File: src/rtl/saradc_seq_pkg.sv
// Shared definitions for the SAR ADC sequencer: FSM encoding, default
// parameter values and the accumulator width helper.
package saradc_seq_pkg;

  typedef enum logic [1:0] {
    IDLE = 2'd0,
    CONV = 2'd1,
    DONE = 2'd2
  } state_t;

  localparam int DEF_NBITS    = 8;
  localparam int DEF_AVG_LOG2 = 2;
  localparam int DEF_PERIOD_W = 16;
  localparam int DEF_TMO_W    = 12;

  // Sum of 2^avg_log2 samples of nbits each never exceeds this width.
  function automatic int acc_w(input int nbits, input int avg_log2);
    return nbits + avg_log2;
  endfunction

endpackage

File: src/rtl/saradc_seq_if.sv
// Valid/ready stream carrying averaged samples out of the sequencer.
// master drives data/valid, slave drives ready.
interface saradc_seq_if
  import saradc_seq_pkg::*;
#(
  parameter int NBITS = DEF_NBITS
) ();

  logic [NBITS-1:0] out_data;
  logic             out_valid;
  logic             out_ready;

  modport master (output out_data, output out_valid, input out_ready);
  modport slave  (input out_data, input out_valid, output out_ready);

endinterface

File: src/rtl/saradc_seq_outreg.sv
// Single-entry output register for completed averages. A new average that
// arrives while the previous one is still waiting (valid, not ready) is
// dropped and recorded in the sticky overrun flag.
module saradc_seq_outreg
  import saradc_seq_pkg::*;
#(
  parameter int NBITS = DEF_NBITS
) (
  input  logic             clk,
  input  logic             rst,
  input  logic             load,
  input  logic [NBITS-1:0] data,
  input  logic             clr_ovr,
  saradc_seq_if.master     out_if,
  output logic             overrun
);

  logic can_load;
  logic xfer;

  assign xfer     = out_if.out_valid & out_if.out_ready;
  assign can_load = ~out_if.out_valid | out_if.out_ready;

  // Load, hand off or hold the pending average; track dropped averages
  always_ff @(posedge clk) begin
    if (rst) begin
      out_if.out_data  <= '0;
      out_if.out_valid <= 1'b0;
      overrun          <= 1'b0;
    end else begin
      if (load && can_load) begin
        out_if.out_data  <= data;
        out_if.out_valid <= 1'b1;
      end else if (xfer) begin
        out_if.out_valid <= 1'b0;
      end
      if (load && !can_load) begin
        overrun <= 1'b1;
      end else if (clr_ovr) begin
        overrun <= 1'b0;
      end
    end
  end

endmodule

File: src/rtl/saradc_seq.sv
// SAR ADC sequencer: issues periodic GO requests, captures RESULT on each
// VALID rising edge, averages 2^AVG_LOG2 conversions and hands the average
// to a valid/ready output register.
// Optional conversion watchdog with TIMEOUT pulse: SARADC_SEQ_TIMEOUT_EN.
module saradc_seq
  import saradc_seq_pkg::*;
#(
  parameter int NBITS    = DEF_NBITS,
  parameter int AVG_LOG2 = DEF_AVG_LOG2,
  parameter int PERIOD_W = DEF_PERIOD_W,
  parameter int TMO_W    = DEF_TMO_W
) (
  input  logic                clk,
  input  logic                rst,
  input  logic                en,
  input  logic [PERIOD_W-1:0] period,
  output logic                go,
  input  logic                valid,
  input  logic [NBITS-1:0]    result,
  saradc_seq_if.master        out_if,
  output logic                overrun,
  output logic                busy
`ifdef SARADC_SEQ_TIMEOUT_EN
  ,
  output logic                timeout
`endif
);

  localparam int ACC_W  = acc_w(NBITS, AVG_LOG2);
  localparam int SCNT_W = (AVG_LOG2 > 0) ? AVG_LOG2 : 1;

  state_t              state;
  state_t              state_nxt;
  logic                vld_q;
  logic                vrise;
  logic                start_ok;
  logic                enter_conv;
  logic                last_smp;
  logic                complete;
  logic                clr_ovr;
  logic [PERIOD_W-1:0] pcnt;
  logic [SCNT_W-1:0]   scnt;
  logic [ACC_W-1:0]    acc;
  logic [NBITS-1:0]    avg;

`ifdef SARADC_SEQ_TIMEOUT_EN
  // Abort on the edge where the watchdog would step onto all-ones.
  localparam logic [TMO_W-1:0] TMO_LAST = {{(TMO_W-1){1'b1}}, 1'b0};
  logic [TMO_W-1:0] tmo;
  logic             tmo_hit;
  assign tmo_hit = (state == CONV) && (tmo == TMO_LAST);
`endif

  // VALID may already be high when CONV is entered; only a fresh rising
  // edge counts as a conversion result.
  assign vrise    = valid & ~vld_q;
  assign start_ok = en & ((period == '0) | (pcnt >= period - PERIOD_W'(1)));

  if (AVG_LOG2 == 0) begin : g_noavg
    assign last_smp = 1'b1;
  end else begin : g_avg
    assign last_smp = &scnt;
  end

  assign complete   = (state == DONE) & last_smp;
  assign avg        = acc[ACC_W-1:AVG_LOG2];
  assign enter_conv = (state != CONV) & (state_nxt == CONV);
  assign clr_ovr    = (state == IDLE) & ~en;

  // Next-state decode
  always_comb begin
    state_nxt = state;
    unique case (state)
      IDLE: begin
        if (start_ok) state_nxt = CONV;
      end
      CONV: begin
        if (vrise) state_nxt = DONE;
`ifdef SARADC_SEQ_TIMEOUT_EN
        else if (tmo_hit) state_nxt = IDLE;
`endif
      end
      DONE: begin
        state_nxt = start_ok ? CONV : IDLE;
      end
      default: state_nxt = IDLE;
    endcase
  end

  // State register, VALID edge detector and registered GO/BUSY
  always_ff @(posedge clk) begin
    if (rst) begin
      state <= IDLE;
      vld_q <= 1'b0;
      go    <= 1'b0;
      busy  <= 1'b0;
    end else begin
      state <= state_nxt;
      vld_q <= valid;
      go    <= (state_nxt == CONV);
      busy  <= (state_nxt != IDLE);
    end
  end

  // Period counter measures from each GO start so restarts keep the cadence
  always_ff @(posedge clk) begin
    if (rst || enter_conv) begin
      pcnt <= '0;
    end else if (pcnt != '1) begin
      pcnt <= pcnt + PERIOD_W'(1);
    end
  end

  // Accumulate samples; clear on completion, on disable or on abort
  always_ff @(posedge clk) begin
    if (rst) begin
      acc  <= '0;
      scnt <= '0;
    end else begin
      unique case (state)
        IDLE: begin
          if (!en) begin
            acc  <= '0;
            scnt <= '0;
          end
        end
        CONV: begin
          if (vrise) begin
            acc <= acc + ACC_W'(result);
          end
`ifdef SARADC_SEQ_TIMEOUT_EN
          else if (tmo_hit) begin
            acc  <= '0;
            scnt <= '0;
          end
`endif
        end
        DONE: begin
          if (last_smp || !en) begin
            acc  <= '0;
            scnt <= '0;
          end else begin
            scnt <= scnt + SCNT_W'(1);
          end
        end
        default: begin
          acc  <= '0;
          scnt <= '0;
        end
      endcase
    end
  end

`ifdef SARADC_SEQ_TIMEOUT_EN
  // Conversion watchdog, running only while waiting in CONV
  always_ff @(posedge clk) begin
    if (rst || state != CONV) begin
      tmo <= '0;
    end else begin
      tmo <= tmo + TMO_W'(1);
    end
  end

  // One-cycle TIMEOUT pulse when a conversion is abandoned
  always_ff @(posedge clk) begin
    if (rst) begin
      timeout <= 1'b0;
    end else begin
      timeout <= tmo_hit & ~vrise;
    end
  end
`endif

  saradc_seq_outreg #(
    .NBITS(NBITS)
  ) u_outreg (
    .clk    (clk),
    .rst    (rst),
    .load   (complete),
    .data   (avg),
    .clr_ovr(clr_ovr),
    .out_if (out_if),
    .overrun(overrun)
  );

endmodule

File: src/flat_wrapper.sv
// flat-port wrapper written by rule: the top's interface ports become plain ports
module saradc_seq_flat import saradc_seq_pkg::*;
#(
  parameter int NBITS    = DEF_NBITS,
  parameter int AVG_LOG2 = DEF_AVG_LOG2,
  parameter int PERIOD_W = DEF_PERIOD_W,
  parameter int TMO_W    = DEF_TMO_W
)
  (clk, rst, en, period, go, valid, result, overrun, busy, out_if_out_data, out_if_out_valid, out_if_out_ready);
  saradc_seq_if #(.NBITS(NBITS)) out_if_i ();
  input  logic clk;
  input  logic rst;
  input  logic en;
  input  logic [PERIOD_W-1:0] period;
  output logic go;
  input  logic valid;
  input  logic [NBITS-1:0] result;
  output logic overrun;
  output logic busy;
  output wire logic [$bits(out_if_i.out_data)-1:0] out_if_out_data;
  output wire logic [$bits(out_if_i.out_valid)-1:0] out_if_out_valid;
  input wire logic [$bits(out_if_i.out_ready)-1:0] out_if_out_ready;
  assign out_if_out_data = out_if_i.out_data;
  assign out_if_out_valid = out_if_i.out_valid;
  assign out_if_i.out_ready = out_if_out_ready;
  saradc_seq #(.NBITS(NBITS), .AVG_LOG2(AVG_LOG2), .PERIOD_W(PERIOD_W), .TMO_W(TMO_W)) u_core (.clk(clk), .rst(rst), .en(en), .period(period), .go(go), .valid(valid), .result(result), .out_if(out_if_i), .overrun(overrun), .busy(busy));
endmodule
File: config.mk
export PLATFORM = sky130hd
export DESIGN_NAME = saradc_seq_flat
export DESIGN_NICKNAME = d
export VERILOG_FILES = /design/src/rtl/saradc_seq_pkg.sv /design/src/rtl/saradc_seq_if.sv /design/src/rtl/saradc_seq_outreg.sv /design/src/rtl/saradc_seq.sv /design/src/flat_wrapper.sv
export SDC_FILE = /design/constraint.sdc
export NUM_CORES = 1
export LEC_CHECK = 0
export ABC_AREA = 1
export CAP_MARGIN = 20
export CORE_MARGIN = 2
export CORE_UTILIZATION = 65
export CTS_CLUSTER_SIZE = 25
export DETAILED_ROUTE_END_ITERATION = 12
export DONT_BUFFER_PORTS = 1
export GPL_ROUTABILITY_DRIVEN = 0
export PLACE_DENSITY = 0.87
export SLEW_MARGIN = 10
export SYNTH_ARGS = -nofsm -noshare
export SYNTH_HDL_FRONTEND = slang
export SYNTH_SLANG_ARGS = --single-unit
File: constraint.sdc
create_clock -name clk -period 8.15 [get_ports clk]
set_clock_uncertainty 0.15 [all_clocks]
set_input_delay 1.63 -clock clk [delete_from_list [all_inputs] [get_ports clk]]
set_output_delay 1.63 -clock clk [all_outputs]
set_load 0.01 [all_outputs]
==> impl_metrics.tcl <==
set metrics [dict create \
    grt_usage_pct 25.7 \
    post-place-ws_ps 3760 \
    cts.clk_slew.worst_paths_ps 80 \
    power_density_nw_per_um2 124 \
    setup_ws_ps 4080 \
    worstHoldStart "u_core.acc[0]" \
    cts.htree.levels 2 \
    fin_util_pct 70.4 \
    max-slew-margin-rel_pct 54.5 \
    start_util_pct 67.6 \
    synth_top_area_share_pct 29.0 \
    holdWs_ps 314 \
    post-route-drc-count 0 \
    fin_nets 494 \
    synth_cell_type_count 35 \
    wl_per_cell_um 12.3 \
    cp_max_fo 16 \
    postSynthAreaPerCell_sq_um 6.83 \
    drtIter0Drc 129 \
    layout.cells.most_common "nor2_1" \
    die_h_um 71.5 \
    cts_repair_resize_count 0 \
    yosysTopAreaCell "dfxtp_1" \
    worst_slew_pin_slew_ps 680 \
    vdd_drop_max_uv 130 \
    port_buffers 0 \
    leakage_nw 1.43 \
    design_area_sq_um 3090 \
    first_global_vias 2611 \
    hp-class "flip-flop to flip-flop" \
    setup_tns_ps 0 \
    rows 24 \
    worst_ep_required_time_ps 8170 \
    fillCellCount 392 \
    cts.path.max_buffers 2 \
    drive_gt1_share_pct 7.32 \
    status "complete, no violations" \
    final_cell_mix "80 x nor2_1, 76 x nand2_1, 57 x inv_1" \
    clock.fmax_mhz 246 \
    wirelength_um 6020 \
    area_growth_pct 4.09 \
    rsz0062_at_grt "false" \
    holdPathEnd "u_core.acc[0]" \
    ff2ff_setup_slack_ps 6020 \
    regToRegStartpoint "u_core.pcnt[7]" \
    dpl_cell_area_sq_um 3000 \
    ys_ff_latch 43 \
    period_needed_ps 4070 \
    register_area_sq_um 861 \
    cts.sinks 43 \
    slew_viol_final 0 \
    dr.pass1.iters 4 \
    viasPerCell 5.42 \
    finalCritPeriodShare_pct 49.9 \
    tritoncts "done" \
    arrival_ps 4080 \
    netlist_top_cells_area "dfxtp_1 29%, ha_1 12%, nor2_1 10%" \
    num_io_pins 41 \
    yosys_warnings 0 \
    ys_seq_area_share_pct 29.0 \
    ant_nets 0 \
    syn_nets 492 \
    die-area_sq_um 5120 \
    worstReg2RegEnd "u_core.pcnt[0]" \
    grt-ovfl-total 0 \
    crit_start "period[0]" \
    cap_violations 0 \
    cts_setup_buffers 0 \
    die_x_um 71.5 \
    grt_pass1_wl_um 10700 \
    antennaDiodeCount 0 \
    reg2regPathDepth 12 \
    crit_type "input port to flip-flop" \
    setup-violations-final 0 \
    cp-end-kind "flip-flop" \
    grt_antenna_before_repair 0 \
    cts-root-buf "clkbuf_8" \
    netlist_area_sq_um 2970 \
    coreArea_sq_um 4380 \
    grt_max_degree 17 \
    num_vias 2651 \
    clk_latency_ps 300 \
    hold_viol_final 0 \
    multi_input_area_sq_um 1850 \
    holdPathStages 2 \
    numCtsBuffers 5 \
    cts_hold_buf 0 \
    place_hpwl_um 4700 \
    critPathLaunchType "input port" \
    netlist_instances 434 \
]
Yosys cell counts, drive strengths merged:
cell type  instances
o211ai             2
nor2              95
nand3             21
a21oi             31
nand2             79
ha                28
a21boi             1
or2                2
nor4               2
fa                 1
o21a               1
dfxtp             43
a21o               1
o21ai             21
buf                4
nand4              8
clkbuf             1
o31ai              1
a22oi              1
nor3               9
xor2              16
xnor2              7
inv               59
per-stage QoR:
| stage | total power, mW | std cells |
|---|---|---|
| floorplan | 0.248 | 434 |
| global placement | 0.252 | 481 |
| detailed placement | 0.253 | 481 |
| CTS | 0.384 | 489 |
| global route | 0.398 | 489 |
| finish | 0.382 | 489 |
layout make-up:
class,instances,area share [%]
Multi-Input combinational cell,327,60.1
Clock inverter,2,0.405
Sequential cell,43,27.9
Inverter,59,7.17
Tap cell,52,2.11
Clock buffer,6,2.35
state kept, by name, indices dropped and copies added, names as in the netlist:
name,cells
u_core.state,2
u_core.acc,10
u_core.go,1
u_core.busy,1
u_core.u_outreg.out_if.out_data,8
u_core.vld_q,1
u_core.pcnt,16
u_core.u_outreg.overrun,1
u_core.u_outreg.out_if.out_valid,1
u_core.scnt,2
power breakdown:
part,internal (mW),total [mW],switching (mW)
Clock,0.0599,0.134,0.0737
Combinational,0.0136,0.0349,0.0213
Sequential,0.211,0.214,0.00206
metal layers:
metal	share of wire [%]	up-vias	routed length (um)	global-route usage (%)
met4	1.3	0	80	9.64
met3	5.9	8	355	5.20
li1	-	1392	-	-
met5	0	-	0	0
met1	42	1177	2530	30.3
met2	51	74	3050	45.9
cell families (layout without fill, tap and decap cells):
| group | after synthesis | count (layout) | share of synthesized area [%] |
|---|---|---|---|
| buf+inv | 64 | 67 | 8.44 |
| fa+ha+maj | 29 | 29 | 12.5 |
| flops | 43 | 43 | 29.0 |
| xor+xnor | 23 | 23 | 6.79 |
| simple gates | 216 | 216 | 32.3 |
| compound gates | 59 | 59 | 10.9 |
worst max-delay path, stage by stage:
cell and delay (ps):
inv_1 90, ha_1 190, inv_1 50, nor2_1 150, inv_1 120, nor4_4 200
nand3_1 130, xor2_1 150, inv_1 60, ha_1 290, nand2_1 50, a21oi_1 110
nor2_1 50, nand2_1 60, nor2_1 40, nand2_2 90, nand2_2 80, o21ai_4 450
nor2_1 80
worst max path at each step:
stage / to / slack, ps
floorplan: u_core.pcnt[7] / 4110
global placement: u_core.pcnt[3] / 3860
detailed placement: u_core.pcnt[15] / 3760
CTS: u_core.pcnt[0] / 4070
global route: u_core.pcnt[15] / 3690
finish: u_core.pcnt[0] / 4080
No activity file was read; power rests on OpenSTA's default activity.
